==> config.mk <==
export PLATFORM = sky130hd
export DESIGN_NAME = fwd_ctrl_flat
export DESIGN_NICKNAME = d
export VERILOG_FILES = /design/src/rtl/fwd_ctrl_if.sv /design/src/rtl/fwd_ctrl.sv /design/src/flat_wrapper.sv
export SDC_FILE = /design/constraint.sdc
export NUM_CORES = 1
export LEC_CHECK = 0
export CAP_MARGIN = 20
export CORE_MARGIN = 1
export CORE_UTILIZATION = 39
export CTS_CLUSTER_SIZE = 12
export DETAILED_ROUTE_END_ITERATION = 16
export GPL_TIMING_DRIVEN = 0
export PLACE_DENSITY = 0.87
export SLEW_MARGIN = 10
export SYNTH_ARGS = -nofsm -noshare
export SYNTH_HDL_FRONTEND = slang
export SYNTH_SLANG_ARGS = --single-unit
export TNS_END_PERCENT = 100
==> constraint.sdc <==
create_clock -name clk -period 2.5 [get_ports clk]
set_input_delay 0.5 -clock clk [delete_from_list [all_inputs] [get_ports clk]]
set_output_delay 0.5 -clock clk [all_outputs]
set_load 0.02 [all_outputs]
==> src/rtl/fwd_ctrl_if.sv <==
// Operand-forwarding control bus between the pipeline (master) and fwd_ctrl (slave).
interface fwd_ctrl_if #(
  parameter int RF_ADDR_W   = 5,
  parameter int STALL_CNT_W = 16
);
  logic [RF_ADDR_W-1:0]   ex_rs1;
  logic [RF_ADDR_W-1:0]   ex_rs2;
  logic                   ex_use_rs1;
  logic                   ex_use_rs2;
  logic [RF_ADDR_W-1:0]   mem_rd;
  logic                   mem_we;
  logic                   mem_is_load;
  logic [RF_ADDR_W-1:0]   wb_rd;
  logic                   wb_we;
  logic                   wb_is_load;
  logic                   stall_in;
  logic [2:0]             fwd_sel1;
  logic [2:0]             fwd_sel2;
  logic                   hazard_stall;
  logic                   temp_capture;
  logic [STALL_CNT_W-1:0] stall_cnt;

  modport master (
    output ex_rs1, ex_rs2, ex_use_rs1, ex_use_rs2,
    output mem_rd, mem_we, mem_is_load,
    output wb_rd, wb_we, wb_is_load, stall_in,
    input  fwd_sel1, fwd_sel2, hazard_stall, temp_capture, stall_cnt
  );

  modport slave (
    input  ex_rs1, ex_rs2, ex_use_rs1, ex_use_rs2,
    input  mem_rd, mem_we, mem_is_load,
    input  wb_rd, wb_we, wb_is_load, stall_in,
    output fwd_sel1, fwd_sel2, hazard_stall, temp_capture, stall_cnt
  );
endinterface

==> src/rtl/fwd_ctrl.sv <==
// EX operand-forwarding select, load-use stall, WB temp slot and stall counter.
// Optional temp slot enabled by macro FWD_TEMP_EN; selects and stall are combinational.
module fwd_ctrl #(
  parameter int RF_ADDR_W   = 5,
  parameter int STALL_CNT_W = 16
) (
  input logic        clk,
  input logic        rst,
  fwd_ctrl_if.slave  bus
);

  function automatic logic [2:0] pick_sel(input logic mem_hit, input logic mem_ld,
                                          input logic wb_hit,  input logic wb_ld,
                                          input logic tmp_hit, input logic tmp_ld);
    logic [2:0] s;
    s = 3'd0;
    if (mem_hit)      s = mem_ld ? 3'd0 : 3'd1;
    else if (wb_hit)  s = wb_ld  ? 3'd3 : 3'd2;
    else if (tmp_hit) s = tmp_ld ? 3'd4 : 3'd5;
    return s;
  endfunction

  logic mem_hit1, mem_hit2, wb_hit1, wb_hit2;
  logic tmp_hit1, tmp_hit2, tmp_ld;
  logic hazard, wb_writes, capture;
  logic [STALL_CNT_W-1:0] cnt_q;

  assign mem_hit1 = bus.ex_use_rs1 && bus.mem_we && (bus.mem_rd != '0) && (bus.mem_rd == bus.ex_rs1);
  assign mem_hit2 = bus.ex_use_rs2 && bus.mem_we && (bus.mem_rd != '0) && (bus.mem_rd == bus.ex_rs2);
  assign wb_hit1  = bus.ex_use_rs1 && bus.wb_we  && (bus.wb_rd  != '0) && (bus.wb_rd  == bus.ex_rs1);
  assign wb_hit2  = bus.ex_use_rs2 && bus.wb_we  && (bus.wb_rd  != '0) && (bus.wb_rd  == bus.ex_rs2);

  assign hazard    = bus.mem_is_load && (mem_hit1 || mem_hit2);
  assign wb_writes = bus.wb_we && (bus.wb_rd != '0);

`ifdef FWD_TEMP_EN
  logic                 temp_valid;
  logic [RF_ADDR_W-1:0] temp_rd;
  logic                 temp_is_load;

  // temp_rd is never x0 when valid, so no zero check is needed here
  assign tmp_hit1 = bus.ex_use_rs1 && temp_valid && (temp_rd == bus.ex_rs1);
  assign tmp_hit2 = bus.ex_use_rs2 && temp_valid && (temp_rd == bus.ex_rs2);
  assign tmp_ld   = temp_is_load;
  assign capture  = hazard && !bus.stall_in && wb_writes;

  always_ff @(posedge clk or posedge rst) begin
    if (rst) begin
      temp_valid   <= 1'b0;
      temp_rd      <= '0;
      temp_is_load <= 1'b0;
    end else if (!bus.stall_in) begin
      if (capture) begin
        temp_valid   <= 1'b1;
        temp_rd      <= bus.wb_rd;
        temp_is_load <= bus.wb_is_load;
      end else if (!hazard) begin
        temp_valid   <= 1'b0;
      end
    end
  end
`else
  // Without the slot the retiring WB value is read back through the register file.
  assign tmp_hit1 = 1'b0;
  assign tmp_hit2 = 1'b0;
  assign tmp_ld   = 1'b0;
  assign capture  = 1'b0;
  logic unused_ok;
  assign unused_ok = wb_writes;
`endif

  always_ff @(posedge clk or posedge rst) begin
    if (rst) begin
      cnt_q <= '0;
    end else if (hazard && !bus.stall_in && (cnt_q != {STALL_CNT_W{1'b1}})) begin
      cnt_q <= cnt_q + 1'b1;
    end
  end

  assign bus.fwd_sel1     = rst ? 3'd0 : pick_sel(mem_hit1, bus.mem_is_load, wb_hit1, bus.wb_is_load, tmp_hit1, tmp_ld);
  assign bus.fwd_sel2     = rst ? 3'd0 : pick_sel(mem_hit2, bus.mem_is_load, wb_hit2, bus.wb_is_load, tmp_hit2, tmp_ld);
  assign bus.hazard_stall = !rst && hazard;
  assign bus.temp_capture = !rst && capture;
  assign bus.stall_cnt    = cnt_q;

endmodule
==> src/flat_wrapper.sv <==
// flat-port wrapper written by rule: the top's interface ports become plain ports
module fwd_ctrl_flat 
#(
  parameter int RF_ADDR_W   = 5,
  parameter int STALL_CNT_W = 16
)
  (clk, rst, bus_ex_rs1, bus_ex_rs2, bus_ex_use_rs1, bus_ex_use_rs2, bus_mem_rd, bus_mem_we, bus_mem_is_load, bus_wb_rd, bus_wb_we, bus_wb_is_load, bus_stall_in, bus_fwd_sel1, bus_fwd_sel2, bus_hazard_stall, bus_temp_capture, bus_stall_cnt);
  fwd_ctrl_if #(.RF_ADDR_W(RF_ADDR_W), .STALL_CNT_W(STALL_CNT_W)) bus_i ();
  input logic clk;
  input logic rst;
  input wire logic [$bits(bus_i.ex_rs1)-1:0] bus_ex_rs1;
  input wire logic [$bits(bus_i.ex_rs2)-1:0] bus_ex_rs2;
  input wire logic [$bits(bus_i.ex_use_rs1)-1:0] bus_ex_use_rs1;
  input wire logic [$bits(bus_i.ex_use_rs2)-1:0] bus_ex_use_rs2;
  input wire logic [$bits(bus_i.mem_rd)-1:0] bus_mem_rd;
  input wire logic [$bits(bus_i.mem_we)-1:0] bus_mem_we;
  input wire logic [$bits(bus_i.mem_is_load)-1:0] bus_mem_is_load;
  input wire logic [$bits(bus_i.wb_rd)-1:0] bus_wb_rd;
  input wire logic [$bits(bus_i.wb_we)-1:0] bus_wb_we;
  input wire logic [$bits(bus_i.wb_is_load)-1:0] bus_wb_is_load;
  input wire logic [$bits(bus_i.stall_in)-1:0] bus_stall_in;
  output wire logic [$bits(bus_i.fwd_sel1)-1:0] bus_fwd_sel1;
  output wire logic [$bits(bus_i.fwd_sel2)-1:0] bus_fwd_sel2;
  output wire logic [$bits(bus_i.hazard_stall)-1:0] bus_hazard_stall;
  output wire logic [$bits(bus_i.temp_capture)-1:0] bus_temp_capture;
  output wire logic [$bits(bus_i.stall_cnt)-1:0] bus_stall_cnt;
  assign bus_i.ex_rs1 = bus_ex_rs1;
  assign bus_i.ex_rs2 = bus_ex_rs2;
  assign bus_i.ex_use_rs1 = bus_ex_use_rs1;
  assign bus_i.ex_use_rs2 = bus_ex_use_rs2;
  assign bus_i.mem_rd = bus_mem_rd;
  assign bus_i.mem_we = bus_mem_we;
  assign bus_i.mem_is_load = bus_mem_is_load;
  assign bus_i.wb_rd = bus_wb_rd;
  assign bus_i.wb_we = bus_wb_we;
  assign bus_i.wb_is_load = bus_wb_is_load;
  assign bus_i.stall_in = bus_stall_in;
  assign bus_fwd_sel1 = bus_i.fwd_sel1;
  assign bus_fwd_sel2 = bus_i.fwd_sel2;
  assign bus_hazard_stall = bus_i.hazard_stall;
  assign bus_temp_capture = bus_i.temp_capture;
  assign bus_stall_cnt = bus_i.stall_cnt;
  fwd_ctrl #(.RF_ADDR_W(RF_ADDR_W), .STALL_CNT_W(STALL_CNT_W)) u_core (.clk(clk), .rst(rst), .bus(bus_i));
endmodule
# Word-level counts from Yosys, hierarchy flattened
# Index checks and enable logic that the tools add are counted.
# Widths: inputs -> output; s select.
dict set report word_totals {
  regBits 16
  input_bits 29
  output_inout_bits 24
  word_cells 36
}
dict set report op_classes {
  n_addsub 1
  n_eq_ne 5
  n_mux 8
  reduce_logical 21
}
# op count
set ops {}
lappend ops {{$eq 5x5->1} 4}
lappend ops {{$mux 3} 6}
lappend ops {{$add 16x1->16 const B} 1}
lappend ops {{$logic_and 1x1->1} 16}
lappend ops {{$ne 16x16->1 const B} 1}
lappend ops {{$reduce_bool 5->1} 2}
lappend ops {{$logic_not 1->1} 2}
lappend ops {{$mux 1} 2}
lappend ops {{$logic_or 1x1->1} 1}

# Longest topological paths before layout
# Gate-level depths: netlist (run 1).
dict set report logic_depth {
  depth_word 7
  ltp_mapped 8
}

# Worst setup path after synthesis (run 1)
# No wires, ideal clock.
dict set report synth_timing {
  kind {in2out}
  start {in bus_mem_rd[1]}
  end {out bus_fwd_sel2[1]}
  t_arrival_ns 2.031
  required_ns 2.000
  setup_slack_ns -0.031
  cell_stages 4
  path_buffers 0
  path_cell_list {or4_1 > o21ai_2 > nor3_1 > nor4_1}
}
dict set report synth_via {
  elab_chain_cells 5
  word_cells_on_any_way 6
  cone_classes {1 x eq/ne; 2 x mux; 3 x reduce/logical}
}
# element line
set synth_lines {}
lappend synth_lines {{from (decl)} flat_wrapper.sv:15} ;# input wire logic [$bits(bus_i.mem_rd)-1:0] bus_mem_rd;
lappend synth_lines {{$reduce_bool 5->1} fwd_ctrl.sv:29} ;# assign mem_hit2 = bus.ex_use_rs2 && bus.mem_we && (bus.mem_rd != '0) && (bus.mem_rd == bus.ex_rs2);
lappend synth_lines {{$logic_and 1x1->1} fwd_ctrl.sv:29}
lappend synth_lines {{$logic_and 1x1->1 (*)} fwd_ctrl.sv:29}
lappend synth_lines {{$mux 3 (*)} fwd_ctrl.sv:17} ;# if (mem_hit) s = mem_ld ? 3'd0 : 3'd1;
lappend synth_lines {{$mux 3 (*)} fwd_ctrl.sv:81} ;# assign bus.fwd_sel2 = rst ? 3'd0 : pick_sel(mem_hit2, bus.mem_is_load, wb_hit2, bus.wb_is_load, tmp_hit2, tmp_ ...
lappend synth_lines {{to (decl)} flat_wrapper.sv:23} ;# output wire logic [$bits(bus_i.fwd_sel2)-1:0] bus_fwd_sel2;
# Every way passes the cells marked *; elsewhere a longest branch is shown, timed or not.

# Worst setup path after layout (run 1)
dict set report layout_timing {
  start {in bus_wb_rd[0]}
  end {out bus_fwd_sel1[0]}
}
dict set report layout_via {
  elab_chain_cells 6
  word_cells_on_any_way 7
  cone_classes {1 x eq/ne; 3 x mux; 3 x reduce/logical}
}
# element line
set layout_lines {}
lappend layout_lines {{from (decl)} flat_wrapper.sv:18} ;# input wire logic [$bits(bus_i.wb_rd)-1:0] bus_wb_rd;
lappend layout_lines {{$reduce_bool 5->1} fwd_ctrl.sv:30} ;# assign wb_hit1 = bus.ex_use_rs1 && bus.wb_we && (bus.wb_rd != '0) && (bus.wb_rd == bus.ex_rs1);
lappend layout_lines {{$logic_and 1x1->1} fwd_ctrl.sv:30}
lappend layout_lines {{$logic_and 1x1->1 (*)} fwd_ctrl.sv:30}
lappend layout_lines {{$mux 3 (*)} fwd_ctrl.sv:18} ;# else if (wb_hit) s = wb_ld ? 3'd3 : 3'd2;
lappend layout_lines {{$mux 3 (*)} fwd_ctrl.sv:17}
lappend layout_lines {{$mux 3 (*)} fwd_ctrl.sv:80} ;# assign bus.fwd_sel1 = rst ? 3'd0 : pick_sel(mem_hit1, bus.mem_is_load, wb_hit1, bus.wb_is_load, tmp_hit1, tmp_ ...
lappend layout_lines {{to (decl)} flat_wrapper.sv:22} ;# output wire logic [$bits(bus_i.fwd_sel1)-1:0] bus_fwd_sel1;
# Marks and branches as above.

==> reports/results.ini, run 1 <==
[routing]
antenna_left=0
vias=1182
finalWirelength_um=3254
dr.pass1.iters=4
wire_per_inst_um=14.46
viasPerCell=5.253
drtIter0Drc=17
drc=0

[worst_setup_path]
crit_arrival_ns=1.98
end_kind=primary output
r2r_start=u_core.bus.stall_cnt[0]
critPathLaunchType=input port
crit_path_start=bus_wb_rd[0]
cp.required_ns=2.00
worstSetupEndpoint=bus_fwd_sel1[0]
path_class=in2out
path_max_fanout=3
timing.rr.end=u_core.bus.stall_cnt[1]
reg2reg_slack_ns=0.55
reg2reg_depth=7

[layout]
insertedDiodeCount=0
syn_to_final_growth_pct=62.36
layout_common_cells=clkdlybuf4s50_1, xnor2_1, buf_4, dfrtp_1, xor2_1
largest_register_ff_count=16
nets=225
finish.utilization_pct=67.34
final_cell_count_no_fill=225
final_layout_size_suffix_gt1_share_pct=22.68
final_common_cell=clkdlybuf4s50_1

[grt]
grt_max_degree=19
antenna_found_initial=0
grt_use_total_pct=21.27
grt_pass1_wl_um=5257
gr-total-overflow=0
grt_pass1_vias=1203

[logic_synthesis]
synth_cell_types=28
synth_cells=127
netlist_area_um2=1154
ys_warn_count=0
synth_edf_count=0
async_flop_share_pct=100.0
synth_ff_type=dfrtp_1
ys_seq_area_share_pct=34.71
ys_ff_latch=16
avgSynthCellArea_um2=9.084

[clocking]
cts.reportedPaths.clkPinSlew_ns=0.10
htreeDepth=1
clk_latency_ns=0.29
cts_sinks=16
numCtsBuffers=3
holdBufCountCts=0
clk_path_buf_depth=2
root_buffer=clkbuf_4
cts_tree=done

[floorplan]
chipWidth_um=56.39
core_um2=2781
initial_core_util_pct=41.48
die_area_um2=3179
io_pins=53
die_h_um=56.39
row_count=19

[place]
gp_congestion=0.8362
post-dp-hpwl_um=2324
port_buffers=49
dpl.cell_count=209

[pwr]
seqPwrFrac_pct=44.9
p_leak_nw=0.8776
vdd_drop_max_mv=0.2727
power.switching_w=0.0001678
p_int_w=0.0004414
clkPwrFrac_pct=28.1
p_per_area_nw_per_um2=325.2
p_comb_share_pct=27.0
switching_share_pct=27.54

[timing]
finClkSkew_ns=0.006338
maxClockFrequency_mhz=402.7
setup_tns_ns=0
hold_viol=0
fin_crit_sh_pct=99.32
rsz0062_at_grt=true
fin_crit_ns=2.483
drv_slew=0
setup_viol=0

[worst_hold_path]
hold_class=reg2reg

[status]
status=completed

[flow_run]
maxCapViolations=0

## layout make-up
class	count	area [um2]
buffer	4	33.78
tap	31	38.79
fill	232	908.4
multi-input combinational	106	789.5
clock buffer	4	36.28
inverter	3	15.01
sequential	16	400.4
timing repair buffer	61	559.3
## per-layer routing
layer,wire length [um],global-route usage (%)
met1,1232,21.88
met2,1798,41.67
met3,146,3.917
met4,76,8.362
met5,0,0
## timing repair
item	in CTS	in global routing
pin swaps	13	15
setup endpoints to repair	5	5
endpoints found under the hold margin	0	0
buffers inserted	3	9
resized for setup	68	12
## through the flow
stage	hold slack [ns]	total power [W]	instance area (um2)	setup slack, ns
floorplan	0.4239	0.0003440	1167	0.009970
global placement	0.4889	0.0004214	1697	-1.018
detailed placement	0.4890	0.0004251	1697	-1.058
CTS	0.5025	0.0005950	1760	-0.003128
global route	0.5425	0.0006410	1873	-0.03116
finish	0.5005	0.0006091	1873	0.01702
## how the worst min path moves through the flow
stage                        startpoint                       end  slack (ns)  depth (start not counted)
4_1_cts         u_core.bus.stall_cnt[4]   u_core.bus.stall_cnt[4]        0.50                          1
6_report        u_core.bus.stall_cnt[4]   u_core.bus.stall_cnt[4]        0.50                          1
3_5_place_dp    u_core.bus.stall_cnt[4]   u_core.bus.stall_cnt[4]        0.49                          1
2_1_floorplan                       rst   u_core.bus.stall_cnt[0]        0.42                          1
5_1_grt        u_core.bus.stall_cnt[15]  u_core.bus.stall_cnt[15]        0.54                          1
3_3_place_gp   u_core.bus.stall_cnt[15]  u_core.bus.stall_cnt[15]        0.49                          1
## synthesized netlist by cell type, drive strengths merged (2+ instances only)
cell	count	area (um2)
xnor2	20	175.2
dfrtp	16	400.4
xor2	15	131.4
nor2	12	45.04
nand3	9	45.04
nand2	8	30.03
nand4	7	43.79
nor3	7	40.04
nor4	5	31.28
buf	4	33.78
and3	3	18.77
and4	3	26.28
inv	3	11.26
o21ai	3	22.52
or4	2	15.01
## worst max-delay path, cell delays in order
cell	delay, ns
dlygate4sd2_1	0.29
or4_4	0.54
o21ai_4	0.20
nor4_4	0.08
a21oi_2	0.14
nor2_1	0.06
buf_4	0.17
## kinds of logic after synthesis
group | share of synthesized area, %
flops | 34.71
buf+inv | 3.904
compound gates | 2.928
fa+ha+maj | 1.084
mux | 1.301
xor+xnor | 26.57
other cells | 0.3251
simple gates | 29.18
## power groups by stage
stage	Combinational, W	Clock, W	Sequential [W]
global placement	0.000143	0	0.000279
CTS	0.000147	0.000174	0.000274
floorplan	0.0000590	0	0.000285
detailed placement	0.000146	0	0.000279
global route	0.000176	0.000191	0.000274
finish	0.000164	0.000171	0.000274
Power figures use the tool's default switching activity.
==> inputs of run 2 (changes only) <==
Settings changed: ABC_AREA from default to 1, PLACE_DENSITY 0.87 to 0.8.
==> reports/results.ini, run 2 <==
[place]
port_buffers=49
dpl_cell_area_um2=2210
post-dp-hpwl_um=3270
gp_congestion=0.8620
dpl.cell_count=358

[floorplan]
die_area_um2=4492
initial_core_util_pct=40.93
chipWidth_um=67.03
row_count=23
core_um2=4029
io_pins=53
die_h_um=67.03

[clocking]
cts_sinks=16
numCtsBuffers=3
holdBufCountCts=0
htreeDepth=1
cts_tree=done
cts.reportedPaths.clkPinSlew_ns=0.06
clk_path_buf_depth=2
root_buffer=clkbuf_8
clk_latency_ns=0.25

[worst_setup_path]
path_common_cell=nand2_1
crit_path_cell_trace=clkdlybuf4s50_1 > inv_1 > nand2_1 > nand2_1 > clkinv_1 > nand2_1 > nor2_4 > nand2_1 > a21oi_1 > buf_2
crit_slowest_cell=clkdlybuf4s50_1
path_class=in2out
crit_arrival_ns=1.89
crit_family=buffers and inverters
path_max_fanout=3
critPathBufInv=4
end_kind=primary output
max_stage_delay_ns=0.52
cp.required_ns=2.00
critPathLaunchType=input port

[timing]
finClkSkew_ns=0.001291
maxClockFrequency_mhz=418.6
fin_crit_sh_pct=95.55
hold_viol=0
drv_slew=0
fin_crit_ns=2.389
rsz0062_at_grt=false
setup_viol=0

[routing]
vias=1789
antenna_left=0
dr.pass1.iters=4
drtIter0Drc=127
drc=0
finalWirelength_um=4224
wire_per_inst_um=11.57
viasPerCell=4.901

[logic_synthesis]
ys_top_cells_by_area=dfrtp_1, nand2_1, nand4_1
synth.most_common_cell=nand2_1
synth.largest_area_cell=dfrtp_1
synth_ff_type=dfrtp_1
ys_seq_area_share_pct=24.28
ys_warn_count=0
ys_ff_latch=16
avgSynthCellArea_um2=6.417
synth.top_cells.by_count=nand2_1, inv_1, nand4_1
netlist_area_um2=1649
synth_cell_types=30
synth_top_area_share_pct=24.28
synth_cells=257
async_flop_share_pct=100.0
synth_edf_count=0

[flow_run]
maxCapViolations=0

[pwr]
finalPower_w=0.0006693
p_leak_nw=1.057
vdd_drop_max_mv=0.2782
p_per_area_nw_per_um2=294.4

[grt]
grt_pass1_vias=1604
grt_max_degree=11
grt_pass1_wl_um=7196
antenna_found_initial=0
gr-total-overflow=0
grt_use_total_pct=20.77

[layout]
layout_common_cells=nand2_1, clkdlybuf4s50_1, inv_1, nand4_1
nets=346
final_layout_size_suffix_gt1_share_pct=18.10
finalInstanceArea_um2=2273
final_common_cell=nand2_1
largest_register_ff_count=16
syn_to_final_growth_pct=37.86
final_cell_count_no_fill=365
insertedDiodeCount=0

[status]
status=completed

[worst_hold_path]
hold_class=reg2reg

run 2: cell types whose count changed in the layout (fill, tap and decap cells not counted), sizes merged, moves of 5 or more:
cell and change:
a21oi +5, xnor2 -19, nand3 +14, nand4 +14
nand2 +93, inv +32, nor2 +14, dlygate4sd2 -12
clkdlybuf4s50 +21, xor2 -9, nor4 -5, buf -10
run 2: report_power, final:
group	internal (W)	switching, W	leakage (nW)
registers	0.000263	0.00000538	0.223
clock network	0.000140	0.0000909	0.0288
logic	0.0000793	0.0000911	0.805
total	0.000482	0.000187	1.06
run 2: kinds of logic after synthesis:
family                   count (synthesis)  share of synthesized area [%]
buffers and inverters                   46                          12.82
AND/OR/NAND/NOR                        175                          53.87
AO/OA/AOI/OAI                           11                          4.324
XOR/XNOR                                 7                          3.718
other                                    1                         0.2274
flip-flops                              16                          24.28
adder cells (fa/ha/maj)                  1                         0.7586
run 2: tightest hold or removal path: stages, from the launching register on:
cell     delay, ns
dfrtp_1       0.39
nand2_1       0.08
nand2_1       0.05
run 2: timing repair:
item,4_1_cts,5_1_grt
hold endpoints to repair,0,0
setup endpoints to repair,5,5
buffers inserted,3,0
pin swaps,0,1
gates resized for setup,14,8
run 2: path summary, 6_finish.rpt:
check	start	end	slack (ns)	cells after the start
setup / recovery	bus_ex_rs1[1]	bus_fwd_sel1[0]	0.11	10
hold reg to reg	u_core.bus.stall_cnt[15]	u_core.bus.stall_cnt[15]	0.55	2
max in group asynchronous	rst	u_core.bus.stall_cnt[5]	1.51	4
hold / removal	u_core.bus.stall_cnt[15]	u_core.bus.stall_cnt[15]	0.55	2
min in group asynchronous	rst	u_core.bus.stall_cnt[10]	0.71	3
setup reg to reg	u_core.bus.stall_cnt[0]	u_core.bus.stall_cnt[15]	0.94	9
run 2: per-stage QoR:
| stage | utilization, % | worst slack (ns) | setup TNS (ns) | hold slack, ns |
|---|---|---|---|---|
| 2_1_floorplan | - | 0.6530 | 0 | 0.4386 |
| 3_3_place_gp | 54.84 | -0.4573 | -1.916 | 0.5118 |
| 3_5_place_dp | 54.84 | -0.4493 | -1.977 | 0.5360 |
| 4_1_cts | 56.96 | 0.0005147 | 0 | 0.5512 |
| 5_1_grt | 56.43 | 0.02251 | 0 | 0.5715 |
| 6_report | 56.43 | 0.1113 | 0 | 0.5484 |
run 2: metal layers:
layer	vias up	GRT usage (%)	wire length [um]
met5	-	0	0
met4	0	2.660	39
met3	6	4.110	206
met2	49	33.75	1999
met1	801	28.66	1978
li1	933	-	-
run 2: layout make-up:
cell class / instances / area (um2)
buffer: 9 / 72.57
clock buffer: 4 / 55.05
fill: 394 / 1755
inverter: 37 / 142.6
multi-input combinational: 197 / 1052
sequential: 16 / 400.4
tap: 50 / 62.56
timing repair buffer: 52 / 488.0
==> inputs of run 3 (changes only) <==
Settings changed: GPL_TIMING_DRIVEN 0 to default.
==> reports/results.ini, run 3 (synthesis gave the netlist of run 2 again) <==
[grt]
grt_pass1_wl_um=7362
grt_use_total_pct=21.23
grt_pass1_vias=1634
antenna_found_initial=0
gr-total-overflow=0
grt_max_degree=25

[timing]
fin_crit_ns=2.376
setup_viol=0
setup_tns_ns=0
drv_slew=0
fin_crit_sh_pct=95.06
rsz0062_at_grt=false
hold_ws_ns=0.5539
setup_slack_ns=0.1235
finClkSkew_ns=0.003445
hold_viol=0
maxClockFrequency_mhz=420.8

[layout]
final_common_cell=nand2_1
nets=341
seqCellArea_um2=400.4
finish.utilization_pct=55.28
layout_common_cells=nand2_1, clkdlybuf4s50_1, inv_1, nand4_1
insertedDiodeCount=0
largest_register_ff_count=16
final_layout_size_suffix_gt1_share_pct=16.77
multiInputGateArea_um2=1052
fillCellCount=388
syn_to_final_growth_pct=35.05

[floorplan]
die_h_um=67.03
initial_core_util_pct=40.93
io_pins=53
die_area_um2=4492
core_um2=4029
row_count=23
chipWidth_um=67.03

[clocking]
cts.reportedPaths.clkPinSlew_ns=0.07
cts_sinks=16
holdBufCountCts=0
clk_latency_ns=0.26
htreeDepth=1
numCtsBuffers=3
clk_path_buf_depth=2
root_buffer=clkbuf_8
cts_tree=done

[pwr]
vdd_drop_max_mv=0.3251
p_per_area_nw_per_um2=304.1
p_leak_nw=1.033
finalPower_w=0.0006774

[routing]
finalWirelength_um=4425
vias=1794
antenna_left=0
drc=0
drtIter0Drc=133
wire_per_inst_um=12.29
viasPerCell=4.983
dr.pass1.iters=4

[place]
gp_congestion=0.8992
port_buffers=49
post-dp-hpwl_um=3359
dp_slack_ns=-0.3300

[worst_setup_path]
critPathLaunchType=input port
path_class=in2out
crit_family=buffers and inverters
cp.required_ns=2.00
crit_slowest_cell=clkdlybuf4s50_1
path_max_fanout=4
critPathBufInv=3
crit_arrival_ns=1.88
max_stage_delay_ns=0.53
end_kind=primary output
crit_path_cell_trace=clkdlybuf4s50_1 > inv_1 > nand2_1 > nand4_1 > nor2_2 > nand3_1 > a21oi_1 > buf_2

[status]
status=completed

[worst_hold_path]
hold_class=reg2reg

[flow_run]
maxCapViolations=0

[run 3: changes by cell type in the layout (fill, tap and decap cells not counted)]
cell	previous run	this run
buf_2	5	2
buf_6	3	0
clkbuf_1	1	0
clkbuf_2	1	3
clkinvlp_4	1	0
inv_1	25	26
[run 3: path summary, 6_finish.rpt]
| path | startpoint | endpoint | slack [ns] | cells past startpoint |
|---|---|---|---|---|
| worst max-delay path | bus_wb_rd[2] | bus_fwd_sel2[0] | 0.12 | 8 |
| worst min-delay path | u_core.bus.stall_cnt[9] | u_core.bus.stall_cnt[9] | 0.55 | 2 |
| worst max register to register | u_core.bus.stall_cnt[0] | u_core.bus.stall_cnt[13] | 0.77 | 8 |
| worst min register to register | u_core.bus.stall_cnt[9] | u_core.bus.stall_cnt[9] | 0.55 | 2 |
| max in group asynchronous | rst | u_core.bus.stall_cnt[9] | 1.65 | 3 |
| min in group asynchronous | rst | u_core.bus.stall_cnt[0] | 0.68 | 3 |
[run 3: timing repair]
action / 4_1_cts / 5_1_grt
buffers inserted: 0 / 0
hold endpoints to repair: 0 / 0
setup endpoints to repair: 5 / 5
resized for setup: 11 / 8
[run 3: area by class of cell]
class | instances | area share [%]
Sequential cell | 16 | 17.98
Multi-Input combinational cell | 197 | 47.25
Tap cell | 50 | 2.809
Inverter | 37 | 6.236
Clock buffer | 4 | 2.472
Timing Repair Buffer | 56 | 23.26
[run 3: metrics by stage]
stage	instance area, um2	std cells
after floorplan	1657	259
final	2227	360
after global placement	2190	356
after CTS	2246	360
after detailed placement	2190	356
after global routing	2227	360
[run 3: metal layers]
layer	part of all wire (%)	track usage, %	vias up	routed length, um
met5	0	0	-	0
met4	2.1	5.319	0	91
met3	5.0	3.938	10	222
met2	46	33.50	53	2027
met1	47	29.28	807	2083
li1	-	-	924	-
[run 3: power breakdown]
group / total (W) / switching (W) / leakage [nW] / internal (W)
clock: 0.000241 / 0.000101 / 0.0288 / 0.000140
sequential: 0.000268 / 0.00000543 / 0.223 / 0.000263
combinational: 0.000168 / 0.0000913 / 0.781 / 0.0000770
[run 3: worst min-delay path: cells and delay by family, from the launching register on]
kind             cells  cell delay (ns)
and+or+nand+nor      2             0.12
DFF                  1             0.41
